**src/rtl/ram_16x8.sv**
```systemverilog
// 16x8 program-loadable RAM: words stream in through a valid/ready load port while
// prog_mode is high, and are read back one word per cycle with a one-cycle latency.
module ram_16x8 #(
  parameter int DATA_W = 8,
  parameter int ADDR_W = 4
) (
  input  logic              clk,
  input  logic              rst_n,
  input  logic [ADDR_W-1:0] ABUS,
  input  logic              CE_n,
  output logic [DATA_W-1:0] WBUS,
  output logic              rd_valid,
  input  logic              prog_mode,
  input  logic [DATA_W-1:0] ld_data,
  input  logic              ld_valid,
  output logic              ld_ready,
  output logic              ld_done,
  output logic              busy,
  output logic [1:0]        dbg_state
);

  localparam int DEPTH = 2 ** ADDR_W;

  typedef enum logic [1:0] {
    S_IDLE = 2'd0,
    S_LOAD = 2'd1,
    S_DONE = 2'd2
  } state_t;

  state_t            state;
  state_t            state_nxt;
  logic [ADDR_W-1:0] wptr;
  logic [DATA_W-1:0] mem [DEPTH];
  logic              xfer;
  logic              last;
  logic              rd_en;

  // Load handshake: a word moves on a rising edge where ld_valid and ld_ready are
  // both high; ld_valid may stall indefinitely, ld_ready is high exactly in LOAD.
  // A transfer on the edge where prog_mode has dropped is discarded.
  assign xfer  = (state == S_LOAD) && prog_mode && ld_valid;
  assign last  = (wptr == ADDR_W'(DEPTH - 1));
  assign rd_en = (state == S_IDLE) && !prog_mode && !CE_n;
  assign dbg_state = state;

  always_ff @(posedge clk or negedge rst_n) begin
    if (!rst_n) begin
      state <= S_IDLE;
    end else begin
      state <= state_nxt;
    end
  end

  always_comb begin
    state_nxt = state;
    case (state)
      S_IDLE: if (prog_mode) state_nxt = S_LOAD;
      S_LOAD: begin
        if (!prog_mode) begin
          state_nxt = S_IDLE;
        end else if (xfer && last) begin
          state_nxt = S_DONE;
        end
      end
      S_DONE: if (!prog_mode) state_nxt = S_IDLE;
      default: state_nxt = S_IDLE;
    endcase
  end

  always_comb begin
    ld_ready = 1'b0;
    ld_done  = 1'b0;
    busy     = 1'b1;
    case (state)
      S_IDLE: busy = 1'b0;
      S_LOAD: ld_ready = 1'b1;
      S_DONE: ld_done = 1'b1;
      default: busy = 1'b1;
    endcase
  end

  // The last transfer moves the FSM to DONE, so the pointer wrap is never used.
  always_ff @(posedge clk or negedge rst_n) begin
    if (!rst_n) begin
      wptr <= '0;
    end else if ((state == S_IDLE) && prog_mode) begin
      wptr <= '0;
    end else if (xfer) begin
      wptr <= wptr + 1'b1;
    end
  end

  always_ff @(posedge clk or negedge rst_n) begin
    if (!rst_n) begin
      for (int i = 0; i < DEPTH; i++) mem[i] <= '0;
    end else if (xfer) begin
      mem[wptr] <= ld_data;
    end
  end

  always_ff @(posedge clk or negedge rst_n) begin
    if (!rst_n) begin
      WBUS     <= '0;
      rd_valid <= 1'b0;
    end else begin
      rd_valid <= rd_en;
      if (rd_en) WBUS <= mem[ABUS];
    end
  end

endmodule
```
**config.mk**
```make
export PLATFORM = sky130hd
export DESIGN_NAME = ram_16x8
export DESIGN_NICKNAME = d
export VERILOG_FILES = /design/src/rtl/ram_16x8.sv
export SDC_FILE = /design/constraint.sdc
export NUM_CORES = 1
export LEC_CHECK = 0
export ABC_CLOCK_PERIOD_IN_PS = 2500
export BUFFER_PORTS_ARGS = -buffer_cell sky130_fd_sc_hd__buf_4
export CORE_MARGIN = 3
export CORE_UTILIZATION = 40
export DETAILED_ROUTE_END_ITERATION = 8
export PLACE_DENSITY = 0.56
export SETUP_SLACK_MARGIN = 0.4
export SKIP_CTS_REPAIR_TIMING = 1
export SLEW_MARGIN = 20
export SYNTH_ARGS = -nofsm -noshare
export SYNTH_HDL_FRONTEND = slang
export SYNTH_SLANG_ARGS = --single-unit
```
**constraint.sdc**
```tcl
create_clock -name clk -period 2.5 [get_ports clk]
set_clock_uncertainty 0.2 [all_clocks]
set_input_delay 0.5 -clock clk [delete_from_list [all_inputs] [get_ports clk]]
set_output_delay 0.5 -clock clk [all_outputs]
set_load 0.01 [all_outputs]
```
Yosys cells after proc, flatten, opt, wreduce, memory -nomap -nowiden
Cells that the tools add are included.
{"block": "totals", "ff_bits": 143, "input_bits": 17, "wordCells": 60}
{"block": "op_classes", "n_bitwise": 2, "eq_ne": 6, "n_reduce_logical": 12, "n_mux": 16, "n_lt_le_gt_ge": 3, "addsub": 1}
{"op": "128-bit bitwise mux", "count": 1}
{"op": "8-bit binary-select mux with 4-bit select", "count": 1}
{"op": "8-bit demux with 4-bit select", "count": 1}
{"op": "8-bit 2-to-1 mux", "count": 3}
{"op": "5-bit greater-or-equal comparator, second input constant", "count": 2}
{"op": "4-bit inverter with 5-bit output", "count": 2}
{"op": "2-bit 2-to-1 mux", "count": 4}
{"op": "4-bit 2-to-1 mux", "count": 2}
{"op": "1-bit logical AND", "count": 7}
{"op": "2-bit one-hot mux with 3 select lines", "count": 1}
{"op": "5-bit by 1-bit < comparator with 1-bit output, second input constant", "count": 1}
{"op": "4-bit by 1-bit adder with 4-bit output, second input constant", "count": 1}
{"op": "4-bit equality test, second input constant", "count": 1}
{"op": "2-bit inequality test, second input constant", "count": 2}
{"op": "1-bit 2-to-1 mux", "count": 3}
{"op": "3-bit by 2-bit inequality test with 1-bit output, second input constant", "count": 1}
{"op": "3-bit AND reduction", "count": 1}
{"op": "2-bit by 1-bit equality test with 1-bit output, second input constant", "count": 1}
{"op": "2-bit equality test, second input constant", "count": 1}
{"op": "1-bit logical NOT", "count": 2}
{"op": "2-bit logical NOT", "count": 1}
{"op": "2-bit nonzero test", "count": 1}

Logic depth before layout (Yosys ltp)
Gate-level depths: netlist (run 1).
{"block": "logic_depth", "depth_word": 7, "mapped_depth": 8, "depth_no_buf": 6}

Least setup slack after synthesis (run 1)
Ideal clock, no wire load.
{"block": "synth_path", "path_type": "input to register", "from": "in ABUS[2]", "to": "reg WBUS[5]", "cell_stages": 6, "setup_slack_ps": 502, "path_buffers": 2, "t_arrival_ps": 1674, "path_cell_list": "clkbuf_1 > buf_2 > mux4_2 > mux2i_1 > nor2_1 > a211o_1"}
{"block": "synth_via", "elab_chain_len": 4}
{"item": "start: declaration", "line": "9", "rtl": "input logic [ADDR_W-1:0] ABUS,"}
{"item": "4-bit inverter with 5-bit output (implied by the code)", "line": "107", "rtl": "if (rd_en) WBUS <= mem[ABUS];"}
{"item": "8-bit binary-select mux with 4-bit select", "line": "107"}
{"item": "8-bit 2-to-1 mux (implied by the code) (2 in a row)", "line": "107"}
{"item": "end signal: assignment", "line": "107"}
{"item": "end: declaration", "line": "11", "rtl": "output logic [DATA_W-1:0] WBUS,"}
No other way between the ends. The select of a mux whose other input is x is not followed.
A chain may end at the register's enable or synchronous reset.

Worst setup path after layout (run 1)
{"block": "layout_path", "from": "reg state[1], in the netlist dbg_state[1]", "to": "reg mem[67] in the netlist's numbering"}
{"block": "layout_via", "elab_chain_len": 3}
{"item": "start: declaration", "line": "30", "rtl": "state_t state;"}
{"item": "start signal: assignment", "line": "50", "rtl": "state <= state_nxt;"}
{"item": "2-bit by 1-bit equality test with 1-bit output", "line": "41", "rtl": "assign xfer = (state == S_LOAD) && prog_mode && ld_valid;"}
{"item": "1-bit logical AND (2 in a row)", "line": "41"}
{"item": "end signal: indexed assignment", "line": "97", "rtl": "mem[wptr] <= ld_data;"}
{"item": "end: declaration", "line": "33", "rtl": "logic [DATA_W-1:0] mem [DEPTH];"}
No other way between the ends.

==> summary.md, run 1 <==
| Metric | Value |
|---|---|
| Register-to-Register Path Depth | 4 |
| Hold Path Stages | 2 |
| # H-tree levels | 4 |
| Min Tclk post-route | 2.06 ns |
| Final setup margin | 0.438 ns |
| Register bit total from synthesis | 143 |
| Vias/cell | 5.33 |
| Critical R2R Launch | dbg_state[1]$_DFFE_PN0P_ |
| Initial antenna violation count | 0 |
| Nets | 482 |
| Cell Pwr Density | 726 nW/um^2 |
| Fmax | 485 MHz |
| Yosys warns | 0 |
| Final count of hold timing violations | 0 |
| Full die area | 18100 sq um |
| Pins Over Slew Limit | 0 |
| Hold Crit Endpoint | dbg_state[1]$_DFFE_PN0P_ |
| VDD IR max | 0.411 mV |
| # IOs | 31 |
| Post-Syn Nets | 442 |
| Slew @ Worst Pin | 0.426 ns |
| Average size of a mapped cell | 15.7 sq um |
| DR pass1 iterations | 4 |
| Hold Crit Class | in2reg |
| Endpoints failing setup | 0 |
| Diode count | 0 |
| Synth Cell Area | 6600 sq um |
| Detailed Route Iter0 Violations | 149 |
| Core area | 16000 sq um |
| GRT overflow | 0 |
| Overall routing resource usage | 0.178 |
| Root buffer cell | clkbuf_16 |
| Min Hold Slack | 0.187 ns |
| Antenna-violating nets left | 0 |
| Clock Latency Late Sink | 0.41 ns |
| Maxcap violations | 0 |
| Post-detail-place hpwl | 9790 um |
| Seq/Total Area, Yosys | 0.542 |
| Starting density of the core | 0.412 |
| PortBufs | 30 |
| Die H | 134 um |
| Top cell type's share of synthesized area | 0.542 |
| Internal reg-to-reg setup slack | 0.44 ns |
| Number of global-route vias before repair | 3875 |
| Max incr delay on CP | 0.44 ns |
| Finished Layout Cells | 689 |
| CP endpoint kind | flop |
| RSZ-0062 raised after global routing | true |
| Gpl congestion | 0.784 |
| Max-slew headroom | 0.715 |
| First-pass GRT wire length | 23600 um |
| Pleak | 3.80 nW |
| Bufs and invs on worst path | 0 |
| Worst EP arrival | 2.16 ns |
| CP delay by family, top | simple AND/OR/NAND/NOR gates |
| Remaining DRCs | 0 |
| Post-layout power | 5.62 mW |
| Total wire length | 15100 um |
| Reg2reg end | mem[67]$_DFFE_PN0P_ |
| Slowest-stage cell, CP | dfrtp_1 |
| Crit path kind | reg2reg |
| CTS sink cnt | 143 |
| Worst-path cell chain | nand4b_4 -> nor3b_4 -> nand2_2 -> mux2_2 |
| Kind of start point of the critical path | flop |
| Worst-path clk slew | 0.05 ns |
| TritonCTS clock tree | done |
| Largest net degree at the start of global routing | 47 |
| Netlist cell types | 33 |
| Clock buffer depth | 2 |
| Pre-CTS WS | 0.216 ns |
| Via count | 3674 |
| Die X | 134 um |
| Inserted Clock Buffers | 17 |
| Min-Delay Startpoint | prog_mode |
| CP required | 2.59 ns |
| Synth area leaders | dfrtp_1 54%, mux2_2 21%, mux4_2 11%, mux2i_1 2.6%, nand2_2 1.2% |
| Critical-path maximum fanout | 8 |
| Final setup TNS | 0 ns |
| Area Growth Syn to Fin | 17.2% |
| Tcrit/Tclk final | 0.825 |
| Post-synth top area cell | dfrtp_1 |
| WL/cell | 21.9 um |
| Mapped Cells | 421 |
| Placed cell count | 657 |
| Site Rows | 46 |
| Status | finished clean |
| Layout cells sized above 1 | 0.533 |
[stage by stage]
| step | instance area [sq um] | util |
|---|---|---|
| after floorplan | 6600 | - |
| after global placement | 7110 | 0.445 |
| after detailed placement | 7110 | 0.445 |
| final | 7730 | 0.483 |
| after global routing | 7730 | 0.483 |
| after CTS | 7720 | 0.482 |
[Yosys cell counts (all sizes together)]
master and number:
nand2b 2, and2 4, and4b 1, o21bai 1, mux4 32, buf 16
nand2 16, nor3b 2, inv 5, clkbuf 10, and3 1, dfrtp 143
nand4b 1, a21boi 1, or2 1, a21oi 3, nor3 1, or3 2
nand4 1, a211o 8, a22o 1, ha 4, mux2i 17, nor2 17
o21ai 3, mux2 128
[registers in the layout (all words and copies together) (netlist names)]
name,count
rd_valid,1
mem,128
WBUS,8
wptr,4
dbg_state,2
[cell families (layout without fill, tap and decap cells)]
logic type / count (synthesis) / after routing / synth area share
adders and majority gates: 4 / 4 / 0.00759
buffers and inverters: 31 / 83 / 0.0307
AOI/OAI and AO/OA: 17 / 17 / 0.0188
muxes: 177 / 177 / 0.353
and+or+nand+nor: 49 / 49 / 0.0470
DFF: 143 / 143 / 0.542
[metal layers]
layer,track usage,vias to the layer above,part of all wire
li1,-,1628,-
met3,0.0353,21,0.028
met4,0.0645,0,0.023
met5,0,-,0
met1,0.250,1983,0.47
met2,0.276,42,0.48
[cell type report]
| cell class | instances | area [sq um] |
|---|---|---|
| Inverter | 5 | 23.8 |
| Fill cell | 1444 | 8270 |
| Timing Repair Buffer | 47 | 434 |
| Clock buffer | 26 | 529 |
| Tap cell | 216 | 270 |
| Multi-Input combinational cell | 247 | 2820 |
| Clock inverter | 5 | 75.1 |
| Sequential cell | 143 | 3580 |
[how the worst max path moves through the flow]
stage / from / endpoint / depth (start not counted)
2_1_floorplan: ABUS[2] / WBUS[5]$_DFFE_PN0P_ / 6
3_3_place_gp: ABUS[1] / WBUS[0]$_DFFE_PN0P_ / 6
3_5_place_dp: ABUS[1] / WBUS[0]$_DFFE_PN0P_ / 6
4_1_cts: dbg_state[1]$_DFFE_PN0P_ / mem[114]$_DFFE_PN0P_ / 5
5_1_grt: dbg_state[1]$_DFFE_PN0P_ / mem[94]$_DFFE_PN0P_ / 4
6_report: dbg_state[1]$_DFFE_PN0P_ / mem[67]$_DFFE_PN0P_ / 4
[power breakdown]
part / total, mW / leakage (nW) / switching (mW) / internal [mW]
combinational: 0.511 / 1.54 / 0.232 / 0.278
clock: 2.55 / 0.302 / 0.907 / 1.65
sequential: 2.55 / 1.96 / 0.0808 / 2.47
[layout by cell type (no fill, tap or decap), drive strengths merged, types with 2 or more instances in the layout]
| master | netlist | routed |
|---|---|---|
| a211o | 8 | 8 |
| a21oi | 3 | 3 |
| and2 | 4 | 4 |
| buf | 16 | 46 |
| bufinv | 0 | 2 |
| clkbuf | 10 | 26 |
| clkinv | 0 | 3 |
| dfrtp | 143 | 143 |
| ha | 4 | 4 |
| inv | 5 | 5 |
| mux2 | 128 | 128 |
| mux2i | 17 | 17 |
| mux4 | 32 | 32 |
| nand2 | 16 | 16 |
| nand2b | 2 | 2 |
| nor2 | 17 | 17 |
| nor3b | 2 | 2 |
| o21ai | 3 | 3 |
| or3 | 2 | 2 |
(Power assumes the default switching activity.)
==> inputs of run 2 (changes only) <==
--- a/config.mk
+++ b/config.mk
@@ -5,12 +5,12 @@
 export SDC_FILE = /design/constraint.sdc
 export NUM_CORES = 1
 export LEC_CHECK = 0
-export ABC_CLOCK_PERIOD_IN_PS = 2500
+export ABC_CLOCK_PERIOD_IN_PS = 1760
 export BUFFER_PORTS_ARGS = -buffer_cell sky130_fd_sc_hd__buf_4
 export CORE_MARGIN = 3
 export CORE_UTILIZATION = 40
 export DETAILED_ROUTE_END_ITERATION = 8
-export PLACE_DENSITY = 0.56
+export PLACE_DENSITY = 0.58
 export SETUP_SLACK_MARGIN = 0.4
 export SKIP_CTS_REPAIR_TIMING = 1
 export SLEW_MARGIN = 20
==> constraint.sdc (replaced) <==
create_clock -name clk -period 1.76 [get_ports clk]
set_clock_uncertainty 0.2 [all_clocks]
set_input_delay 0.352 -clock clk [delete_from_list [all_inputs] [get_ports clk]]
set_output_delay 0.352 -clock clk [all_outputs]
set_load 0.01 [all_outputs]
==> run 2 against run 1 <==
Compared with the run above:
- largest cell class unchanged
- final area rose by 12%
- non-clock buffer count up 49
- the run now ends with setup timing left
- critical endpoint is now WBUS[1]$_DFFE_PN0P_
- sequential cell count unchanged
- die area did not move
==> summary.md, run 2 (synthesis gave the netlist of run 1 again) <==
| Metric | Value |
|---|---|
| Status | finished with violations |
| Failing checks | setup timing |
| Final setup margin | -0.192 ns (-0.629 ns) |
| Number of global-route vias before repair | 4068 (+5.0%) |
| Critical R2R Launch | dbg_state[0]$_DFFE_PN0P_ |
| Initial antenna violation count | 0 (unchanged) |
| Pins Over Slew Limit | 0 (unchanged) |
| CP endpoint kind | flop |
| Tcrit/Tclk final | 1.11 (+0.284) |
| Hold Crit Class | in2reg |
| Total wire length | 15500 um (+2.8%) |
| Min Tclk post-route | 1.95 ns (-0.111 ns) |
| Full die area | 18100 sq um (unchanged) |
| Via count | 3809 (+3.7%) |
| Final setup TNS | -17.34 ns (-17.34 ns) |
| Max FFs per register | 128 (unchanged) |
| Gpl congestion | 0.774 (-1.2%) |
| Slew @ Worst Pin | 0.349 ns (-0.0768 ns) |
| CTS sink cnt | 143 (unchanged) |
| WL/cell | 21.1 um (-4.0%) |
| Vias/cell | 5.16 (-3.2%) |
| Inserted Clock Buffers | 17 (unchanged) |
| DR pass1 iterations | 4 (unchanged) |
| Cell Pwr Density | 937 nW/um^2 (+29%) |
| TritonCTS clock tree | done |
| Site Rows | 46 (unchanged) |
| Finished Layout Cells | 738 (+7.1%) |
| Min Hold Slack | 0.0396 ns (-0.147 ns) |
| Fmax | 512 MHz (+5.7%) |
| Post-detail-place hpwl | 10200 um (+4.6%) |
| Area Growth Syn to Fin | 31.2% |
| Commonest non-fill, non-tap cell in the layout | dfrtp_1 |
| Kind of start point of the critical path | flop |
| Nets | 531 (+10%) |
| Hold Path Stages | 3 (+1) |
| Critical path capture point | WBUS[1]$_DFFE_PN0P_ |
| First-pass GRT wire length | 24200 um (+2.4%) |
| Antenna-violating nets left | 0 (unchanged) |
| Max-slew headroom | 0.761 (+0.0455) |
| Crit path kind | reg2reg |
| RSZ-0062 raised after global routing | true |
| Clock buffer depth | 2 (unchanged) |
| Clock Latency Late Sink | 0.42 ns (about the same) |
| Overall routing resource usage | 0.180 (+0.00189) |
| # H-tree levels | 4 (unchanged) |
| Maxcap violations | 0 (unchanged) |
| Most frequent cells in the layout | 138 x dfrtp_1, 91 x mux2_2, 54 x buf_4 |
| Pleak | 4.22 nW (+11%) |
| Internal reg-to-reg setup slack | -0.19 ns (-0.63 ns) |
| Register-to-Register Path Depth | 7 (+3) |
| Die X | 134 um (unchanged) |
| Core area | 16000 sq um (unchanged) |
| Endpoints failing setup | 140 (+140) |
| # IOs | 31 (unchanged) |
| Remaining DRCs | 0 (unchanged) |
| Critical-path maximum fanout | 8 (unchanged) |
| VDD IR max | 0.792 mV (+93%) |
| Biggest register | mem |
| CP required | 1.92 ns (-0.67 ns) |
| PortBufs | 30 (unchanged) |
| Crit path launch | dbg_state[0]$_DFFE_PN0P_ |
| Detailed Route Iter0 Violations | 186 (+25%) |
| Worst EP arrival | 2.11 ns (-0.05 ns) |
| Placed cell count | 691 (+5.2%) |
| Root buffer cell | clkbuf_16 |
| GRT overflow | 0 (unchanged) |
| Layout cells sized above 1 | 0.634 (+0.101) |
| Fill count | 1333 (-7.7%) |
| Die H | 134 um (unchanged) |
| Largest regs | mem: 128 flops, WBUS: 8 flops, wptr: 4 flops |
| Starting density of the core | 0.412 (unchanged) |
| Worst-path clk slew | 0.06 ns (about the same) |
| Diode count | 0 (unchanged) |
| Final count of hold timing violations | 0 (unchanged) |
| Largest net degree at the start of global routing | 50 (+6.4%) |
| Reg2reg end | WBUS[1]$_DFFE_PN0P_ |
==> run 2: cell types whose count changed in the layout (fill, tap and decap cells not counted), sizes merged <==
cell	previous run	this run
clkinvlp	0	1
buf	46	95
clkinv	3	2
clkbuf	26	27
bufinv	2	1
==> run 2: cell type report <==
cell class | instances | area [sq um] | share of cell area
multi-input combinational | 247 | 3200 | 0.370
inverter | 5 | 31.3 | 0.00361
clock inverter | 4 | 51.3 | 0.00593
tap | 216 | 270 | 0.0312
sequential | 143 | 3580 | 0.414
timing repair buffer | 96 | 1010 | 0.116
clock buffer | 27 | 513 | 0.0593
==> run 2: layer usage <==
layer | part of all wire | vias to the layer above | global-route usage
li1 | - | 1732 | -
met1 | 0.48 | 2036 | 0.249
met2 | 0.49 | 34 | 0.287
met3 | 0.026 | 7 | 0.0454
met4 | 0.0062 | 0 | 0.0436
met5 | 0 | - | 0
==> run 2: worst min path at each step <==
| stage | startpoint | to | slack [ns] |
|---|---|---|---|
| 2_1_floorplan | rst_n | WBUS[0]$_DFFE_PN0P_ | -0.14 |
| 3_3_place_gp | rst_n | wptr[1]$_DFFE_PN0P_ | 0.04 |
| 3_5_place_dp | rst_n | mem[108]$_DFFE_PN0P_ | 0.04 |
| 4_1_cts | rst_n | wptr[0]$_DFFE_PN0P_ | -0.41 |
| 5_1_grt | prog_mode | dbg_state[0]$_DFFE_PN0P_ | 0.04 |
| 6_report | prog_mode | dbg_state[0]$_DFFE_PN0P_ | 0.04 |
==> run 2: worst max-delay path, cell delays in order (launching register included) <==
cell and delay (ns):
dfrtp_2 0.45, or2_4 0.25, or3_4 0.33, buf_8 0.15
inv_8 0.07, nand2b_4 0.16, nor2_4 0.15, a211o_1 0.10
==> run 2: power breakdown <==
group | switching, mW | internal, mW | leakage, nW
logic | 0.406 | 0.609 | 2.00
clock network | 1.31 | 2.13 | 0.274
registers | 0.146 | 3.51 | 1.95
==> run 2: stage by stage <==
stage / cell area (sq um) / power [mW] / setup slack, ns / utilization
global route: 8660 / 8.44 / -0.243 / 0.541
floorplan: 6840 / 4.26 / -0.0870 / -
detailed placement: 7670 / 4.63 / -0.332 / 0.479
global placement: 7670 / 4.62 / -0.375 / 0.479
finish: 8660 / 8.11 / -0.192 / 0.541
CTS: 8230 / 8.10 / -0.343 / 0.515
